## src/rtl/node_domain_ctrl.sv

```systemverilog
// ---------------------------------------------------------------------------
// node_domain_ctrl
//
// Per-domain clock-enable / reset sequencer for NUM_DOMAINS core domains.
// The block runs on the ungated system clock. It sits between the
// self-awareness unit and the per-core clock-gate cells and reset inputs.
//
// Each domain runs its own OFF -> RST -> RUN -> DRAIN -> OFF sequence:
//   - RST holds the domain reset low, with the clock running, for
//     RESET_CYCLES cycles.
//   - RUN counts cycles into a saturating run counter.
//   - DRAIN keeps the clock running until the domain's bus goes idle,
//     or until DRAIN_TIMEOUT cycles have passed (forced gate-off).
//
// Ports (all vectors are one bit per domain unless noted):
//   clk          ungated system clock
//   res_n        asynchronous active-low reset
//   activate     per-domain run request (level)
//   fin          per-domain finish pulse from the write detector
//   bus_busy     domain has an outstanding AXI transaction
//   clk_en       enable for the domain clock-gate cell
//   res_n_dom    domain reset, active-low
//   running      domain is in RUN
//   done         sticky: last run was ended by fin
//   timeout_err  sticky: last drain hit DRAIN_TIMEOUT
//   run_cycles   NUM_DOMAINS*CNT_WIDTH bits; domain i uses
//                bits [i*CNT_WIDTH +: CNT_WIDTH]
// ---------------------------------------------------------------------------
module node_domain_ctrl #(
    parameter int NUM_DOMAINS   = 2,
    parameter int RESET_CYCLES  = 4,
    parameter int DRAIN_TIMEOUT = 16,
    parameter int CNT_WIDTH     = 32
) (
    input  logic                             clk,
    input  logic                             res_n,
    input  logic [NUM_DOMAINS-1:0]           activate,
    input  logic [NUM_DOMAINS-1:0]           fin,
    input  logic [NUM_DOMAINS-1:0]           bus_busy,
    output logic [NUM_DOMAINS-1:0]           clk_en,
    output logic [NUM_DOMAINS-1:0]           res_n_dom,
    output logic [NUM_DOMAINS-1:0]           running,
    output logic [NUM_DOMAINS-1:0]           done,
    output logic [NUM_DOMAINS-1:0]           timeout_err,
    output logic [NUM_DOMAINS*CNT_WIDTH-1:0] run_cycles
);

    typedef enum logic [1:0] {
        S_OFF   = 2'd0,
        S_RST   = 2'd1,
        S_RUN   = 2'd2,
        S_DRAIN = 2'd3
    } state_e;

    // One sequencing counter serves both RST and DRAIN, because a domain
    // is never in both states at once. It is sized for the longer of the two.
    localparam int MAX_SEQ = (RESET_CYCLES > DRAIN_TIMEOUT) ? RESET_CYCLES : DRAIN_TIMEOUT;
    localparam int SEQ_W   = (MAX_SEQ > 1) ? $clog2(MAX_SEQ) : 1;
    localparam logic [SEQ_W-1:0] RST_LAST   = SEQ_W'(RESET_CYCLES - 1);
    localparam logic [SEQ_W-1:0] DRAIN_LAST = SEQ_W'(DRAIN_TIMEOUT - 1);

    for (genvar gi = 0; gi < NUM_DOMAINS; gi++) begin : g_dom
        state_e               state_q, state_d;
        logic [SEQ_W-1:0]     seq_cnt_q, seq_cnt_d;
        logic [CNT_WIDTH-1:0] run_cnt_q, run_cnt_d;
        logic                 done_q, done_d;
        logic                 terr_q, terr_d;
        logic                 armed_q, armed_d;
        logic                 clk_en_q, res_n_dom_q, running_q;

        always_comb begin
            state_d   = state_q;
            seq_cnt_d = seq_cnt_q;
            run_cnt_d = run_cnt_q;
            done_d    = done_q;
            terr_d    = terr_q;
            armed_d   = armed_q;

            // Seeing activate low re-arms the domain in any state. The fin
            // branch below can still clear armed in the same cycle.
            if (!activate[gi]) begin
                armed_d = 1'b1;
            end

            case (state_q)
                S_OFF: begin
                    if (activate[gi] && armed_q) begin
                        state_d   = S_RST;
                        seq_cnt_d = '0;
                        run_cnt_d = '0;
                        done_d    = 1'b0;
                        terr_d    = 1'b0;
                    end
                end
                S_RST: begin
                    // A core held in reset cannot have bus traffic in
                    // flight, so an abort skips DRAIN.
                    if (!activate[gi]) begin
                        state_d = S_OFF;
                    end else if (seq_cnt_q == RST_LAST) begin
                        state_d = S_RUN;
                    end else begin
                        seq_cnt_d = seq_cnt_q + 1'b1;
                    end
                end
                S_RUN: begin
                    if (run_cnt_q != '1) begin
                        run_cnt_d = run_cnt_q + 1'b1;
                    end
                    if (fin[gi]) begin
                        state_d   = S_DRAIN;
                        seq_cnt_d = '0;
                        done_d    = 1'b1;
                        armed_d   = 1'b0;
                    end else if (!activate[gi]) begin
                        state_d   = S_DRAIN;
                        seq_cnt_d = '0;
                    end
                end
                S_DRAIN: begin
                    // A clean exit wins over the timeout when both happen
                    // in the same cycle.
                    if (!bus_busy[gi]) begin
                        state_d = S_OFF;
                    end else if (seq_cnt_q == DRAIN_LAST) begin
                        state_d = S_OFF;
                        terr_d  = 1'b1;
                    end else begin
                        seq_cnt_d = seq_cnt_q + 1'b1;
                    end
                end
                default: begin
                    state_d = S_OFF;
                end
            endcase
        end

        // Outputs are registered from the next state, so they change on the
        // same edge as the state register and feed the gate cells glitch-free.
        always_ff @(posedge clk or negedge res_n) begin
            if (!res_n) begin
                state_q     <= S_OFF;
                seq_cnt_q   <= '0;
                run_cnt_q   <= '0;
                done_q      <= 1'b0;
                terr_q      <= 1'b0;
                armed_q     <= 1'b1;
                clk_en_q    <= 1'b0;
                res_n_dom_q <= 1'b0;
                running_q   <= 1'b0;
            end else begin
                state_q     <= state_d;
                seq_cnt_q   <= seq_cnt_d;
                run_cnt_q   <= run_cnt_d;
                done_q      <= done_d;
                terr_q      <= terr_d;
                armed_q     <= armed_d;
                clk_en_q    <= (state_d != S_OFF);
                res_n_dom_q <= (state_d == S_RUN) || (state_d == S_DRAIN);
                running_q   <= (state_d == S_RUN);
            end
        end

        assign clk_en[gi]      = clk_en_q;
        assign res_n_dom[gi]   = res_n_dom_q;
        assign running[gi]     = running_q;
        assign done[gi]        = done_q;
        assign timeout_err[gi] = terr_q;
        assign run_cycles[gi*CNT_WIDTH +: CNT_WIDTH] = run_cnt_q;
    end

endmodule

```

## config.mk

```make
export PLATFORM = sky130hd
export DESIGN_NAME = node_domain_ctrl
export DESIGN_NICKNAME = d
export VERILOG_FILES = /design/src/rtl/node_domain_ctrl.sv
export SDC_FILE = /design/constraint.sdc
export NUM_CORES = 1
export LEC_CHECK = 0
export CAP_MARGIN = 20
export CORE_AREA = 2 2 99 110
export DETAILED_ROUTE_END_ITERATION = 10
export DIE_AREA = 0 0 101 112
export GPL_ROUTABILITY_DRIVEN = 0
export PLACE_DENSITY = 0.74
export SYNTH_ARGS = -nofsm -noshare
export SYNTH_HDL_FRONTEND = slang
export SYNTH_SLANG_ARGS = --single-unit
```

## constraint.sdc

```tcl
create_clock -name clk -period 5.04 [get_ports clk]
set_input_delay 0.756 -clock clk [delete_from_list [all_inputs] [get_ports clk]]
set_output_delay 0.756 -clock clk [all_outputs]
set_load 0.005 [all_outputs]
```

# After elaboration in Yosys (flattened, before gate mapping)
# Index checks and enable logic that the tools add are counted.
# word_totals
elab_cells	132
inputBits	8
output_inout_bits	74
reg_bits	88
# op_classes
n_mux	56
add_sub_neg	4
n_eq_ne	34
reduce_logical	20
# ops
op	n
$mux W32	4
$pmux W32 S2	2
$add A32 B1 Y32 const B	2
$ne A32 B32 Y1 const B	2
$mux W4	14
$ne A2 B2 Y1 const B	16
$pmux W4 S4	2
$mux W2	14
$eq A2 B2 Y1 const B	8
$pmux W2 S4	2
$mux W1	14
$reduce_and A3 Y1	4
$reduce_and A6 Y1	2
$reduce_bool A2 Y1	6
$add A4 B1 Y4 const B	2
$eq A4 B2 Y1 const B	2
$eq A4 B4 Y1 const B	2
$pmux W1 S2	4
$reduce_and A4 Y1	2
$ne A3 B3 Y1 const B	2
$eq A2 B1 Y1 const B	2
$logic_not A2 Y1	2
$logic_and A1 B1 Y1	2
$logic_or A1 B1 Y1	2

# Logic depth before layout (Yosys ltp)
# logic_depth
word_depth	6
ltp_mapped	8
mapped_depth_nobuf	6

# Worst setup path after synthesis
# Ideal clock, no wire load.
# synth_timing
kind	register -> register
from	register g_dom[1].run_cnt_q[0]
to	register g_dom[1].run_cnt_q[20]
path_stages_with_launch	8
required_time_ns	4.914
setup_time_ns	0.126
path_slack_ns	3.039
path_buffers	1
t_arrival_ns	1.875
period_less_slack_ns	2.001
path_cell_list	dfrtp_1 > ha_1 > and4_1 > nor2b_1 > buf_2 > nand2_1 > o311a_1 > a221o_1
# synth_via
elab_chain_cells	3
elab_cells_between_ends	6
cone_classes	add/sub: 1; eq/ne: 2; mux: 2; reduce/logical: 1
# synth_rtl
element	line_no	rtl
from (decl)	65	logic [CNT_WIDTH-1:0] run_cnt_q, run_cnt_d;
from (signal assigned)	154	run_cnt_q <= run_cnt_d;
$add A32 B1 Y32 or $ne A32 B32 Y1 (tied branches)	108, 107	
$mux W32 or $ne A2 B2 Y1 (tied branches)	-	
$pmux W32 S2 or $reduce_and A3 Y1 (tied branches)	-	
# Parallel ways exist; a longest one is shown, timed or not. The select of a mux whose other input is x is not followed.
# A chain may end at the register's enable or synchronous reset.

# Worst setup path in the final report
# layout_timing
from	register g_dom[1].run_cnt_q[0]
to	register g_dom[1].run_cnt_q[27]
# Same word-level chain as after synthesis.

==> metrics.txt <==
run status=complete, no violations; fin crit period=2.84 ns; Area Growth Syn to Fin=22.2%; Logic pwr share=0.238; CP startpoint kind=flip-flop; H-tree levels=3; Unique masters post-synth=71; FF-to-FF setup slack=2.20 ns; Crit path max-delay family=simple AND/OR/NAND/NOR gates; largest family of logic cells by synthesized area=simple AND/OR/NAND/NOR gates; Synth top area share=0.430; Seq/Total Area, Yosys=0.441; Nets=623; CTS tree=built; power per cell area=351 mW/mm^2; slowest cell on the critical path=a41oi_1; crit-path max FO=11; number of remaining DRC errors=0; Syn Std Cell Area=0.00500 mm^2; utilization after layout=0.596; Net Count, Synth=562; Ports=82; # setup viols final=0; Post-Synth XOR/XNOR Area=0.00700; Post-Syn Area per Cell=9.10 um^2; number of synthesized flops with an enable pin=0; Post-DP Area=0.00580 mm^2; Fin. Hold Viols=0; wire length per cell=17.9 um; ys flop type=dfrtp_1; total grt overflow=0; f_max=352 MHz; Storage cell area=0.00220 mm^2; switching power=705 uW; Rel. slew slack=0.321; kind of end point of the critical path=flip-flop; Min-Delay Path Class=in2async; CTS Root Cell=clkbuf_16; yosys warns=0; Crit path largest cell delay=0.58 ns; synthesis-stage register bit count=88; clock sinks=88; Clock power frac=0.325; area occupied by multi-input gates=0.00254 mm^2; Post-CTS Resized=0; worst slew pin tran=1.01 ns; CORE AREA=0.0102 mm^2; vias in the first global route=4341; vias per cell=6.42; maximum vdd drop=170 uV; Synth Area in Simple Gates=0.261; final setup TNS=0 ns; Die Y=112 um; RSZ-0062 raised after global routing=no; largest net degree at the start of global routing=59; Clock Path Buffers=2; PortBufs=81; WS Path Type=reg2reg; MaxCap Viol Count=0; Iter 0 DRT Violations=253; Switching Share=0.328; Starting Density=0.488; ANT cells=0; final wirelength=13.2 mm; Die X=101 um; post-synthesis mux area share=0.00825; fraction of registers with async set/reset=1.00; layout filler cell count=867; initial antenna violation count=0; post-route cell area=0.00611 mm^2; DP HPWL=8.92 mm; Sequential Power Share=0.437; Lkg Pwr=0.00261 uW; adder-cell share of the synthesized area=0.0100; Synth Instances=550; DR pass1 iterations=5; area leader, netlist=dfrtp_1; Internal Power=1440 uW; compound-gate portion of the synthesized area=0.222; crit share post-route=0.563; final slew viol count=0; share of layout cells above drive strength 1=0.0617; DR vias=4745; gr usage total=0.237; Required @ worst endpoint=5.27 ns; Reg clk slew, reported paths=0.07 ns; cts bufs inserted=9; synth top area cells=dfrtp_1 (43%), nand2_1 (4.1%), nand3_1 (3.3%), o21ai_0 (3.2%), a21oi_1 (2.5%); Worst-Skew Late Latency=0.34 ns; die area=0.0113 mm^2; Rows=39; Post-CTS Setup Repair Bufs=0; hold buffer count at cts=0; worst path cell trace=ha_1 > and4_1 > nor2b_1 > a41oi_1 > and3b_1 > a221o_1; WP data arrival=3.07 ns; clock skew=0.00831 ns; first-pass GRT wire length=21.5 mm; Post-DRT Antenna Nets=0; Worst Path Buf+Inv=0
worst register-to-register path, stage by stage (launching register included):
cell and delay (ns):
dfrtp_1 0.44, ha_1 0.24, and4_1 0.29, nor2b_1 0.54, a41oi_1 0.58, and3b_1 0.39
a221o_1 0.26
cells in the final DEF (no fill, tap or decap), types with 8 or more instances in the layout:
cell type | Yosys | final
a41oi_1 | 9 | 9
nor3_1 | 24 | 24
nand3_1 | 33 | 33
dfrtp_1 | 86 | 86
o21ai_0 | 32 | 32
clkdlybuf4s50_1 | 0 | 80
a21oi_1 | 25 | 25
nand4_1 | 14 | 14
clkbuf_16 | 0 | 9
inv_1 | 15 | 15
a221o_1 | 9 | 9
nand2_1 | 55 | 55
and2_1 | 10 | 10
o31ai_1 | 12 | 12
nor2_1 | 31 | 31
a31oi_1 | 20 | 20
a21o_1 | 8 | 8
and3_1 | 19 | 19
through the flow:
stage	hold WS [ns]	total power (uW)	setup WS [ns]	std cells
CTS	0.347	2150	2.26	739
global placement	0.493	1440	2.42	722
finish	0.330	2150	2.20	739
detailed placement	0.500	1450	2.28	723
floorplan	0.460	1240	3.04	550
global route	0.359	2250	2.00	739
cell families (layout without fill, tap and decap cells):
group / Yosys count / after routing
fa+ha+maj: 4 / 4
simple gates: 239 / 239
buf+inv: 51 / 117
mux: 4 / 4
compound gates: 160 / 160
xor+xnor: 4 / 4
flops: 88 / 88
worst paths after layout:
kind / start / end / cells after the start
max in group asynchronous: res_n / g_dom[0].run_cnt_q[26] / 2
max: g_dom[1].run_cnt_q[0] / g_dom[1].run_cnt_q[27] / 6
min reg2reg: g_dom[0].armed_q / g_dom[0].armed_q / 1
max reg2reg: g_dom[1].run_cnt_q[0] / g_dom[1].run_cnt_q[27] / 6
min in group clk: g_dom[0].armed_q / g_dom[0].armed_q / 1
min: res_n / g_dom[1].terr_q / 1
power by group through the flow:
stage	clock network [uW]	logic, uW	registers (uW)
final	697	511	938
after global routing	736	559	955
after CTS	704	512	935
after detailed placement	0	508	945
after global placement	0	497	940
after floorplan	0	339	904
synthesized netlist by cell type (8+ instances only):
master,number
nand3_1,33
nor2_1,31
a31oi_1,20
a21oi_1,25
nor3_1,24
clkbuf_1,14
a21o_1,8
o31ai_1,12
dfrtp_1,86
inv_1,15
a221o_1,9
nand2_1,55
nand4_1,14
and2_1,10
a41oi_1,9
o21ai_0,32
and3_1,19
buf_4,13
flip-flops by register name, indices dropped and copies added, names as in the netlist:
signal / cells
g_dom.run_cnt_q: 64
g_dom.seq_cnt_q: 8
g_dom.state_q: 4
g_dom.armed_q: 2
g_dom.clk_en_q: 2
g_dom.done_q: 2
g_dom.res_n_dom_q: 2
g_dom.running_q: 2
g_dom.terr_q: 2
metal layers:
| metal | up-vias | part of all wire | global-route usage |
|---|---|---|---|
| li1 | 2209 | - | - |
| met1 | 2315 | 0.43 | 0.313 |
| met2 | 197 | 0.49 | 0.388 |
| met3 | 24 | 0.065 | 0.0446 |
| met4 | 0 | 0.018 | 0.0820 |
| met5 | - | 0 | 0 |
cell type report:
type / instances / share of cell area
multi-input combinational: 411 / 0.416
sequential: 88 / 0.361
timing repair buffer: 86 / 0.138
clock buffer: 12 / 0.0420
tap: 123 / 0.0252
inverter: 15 / 0.00921
clock inverter: 4 / 0.00860
Power figures use the tool's default switching activity.
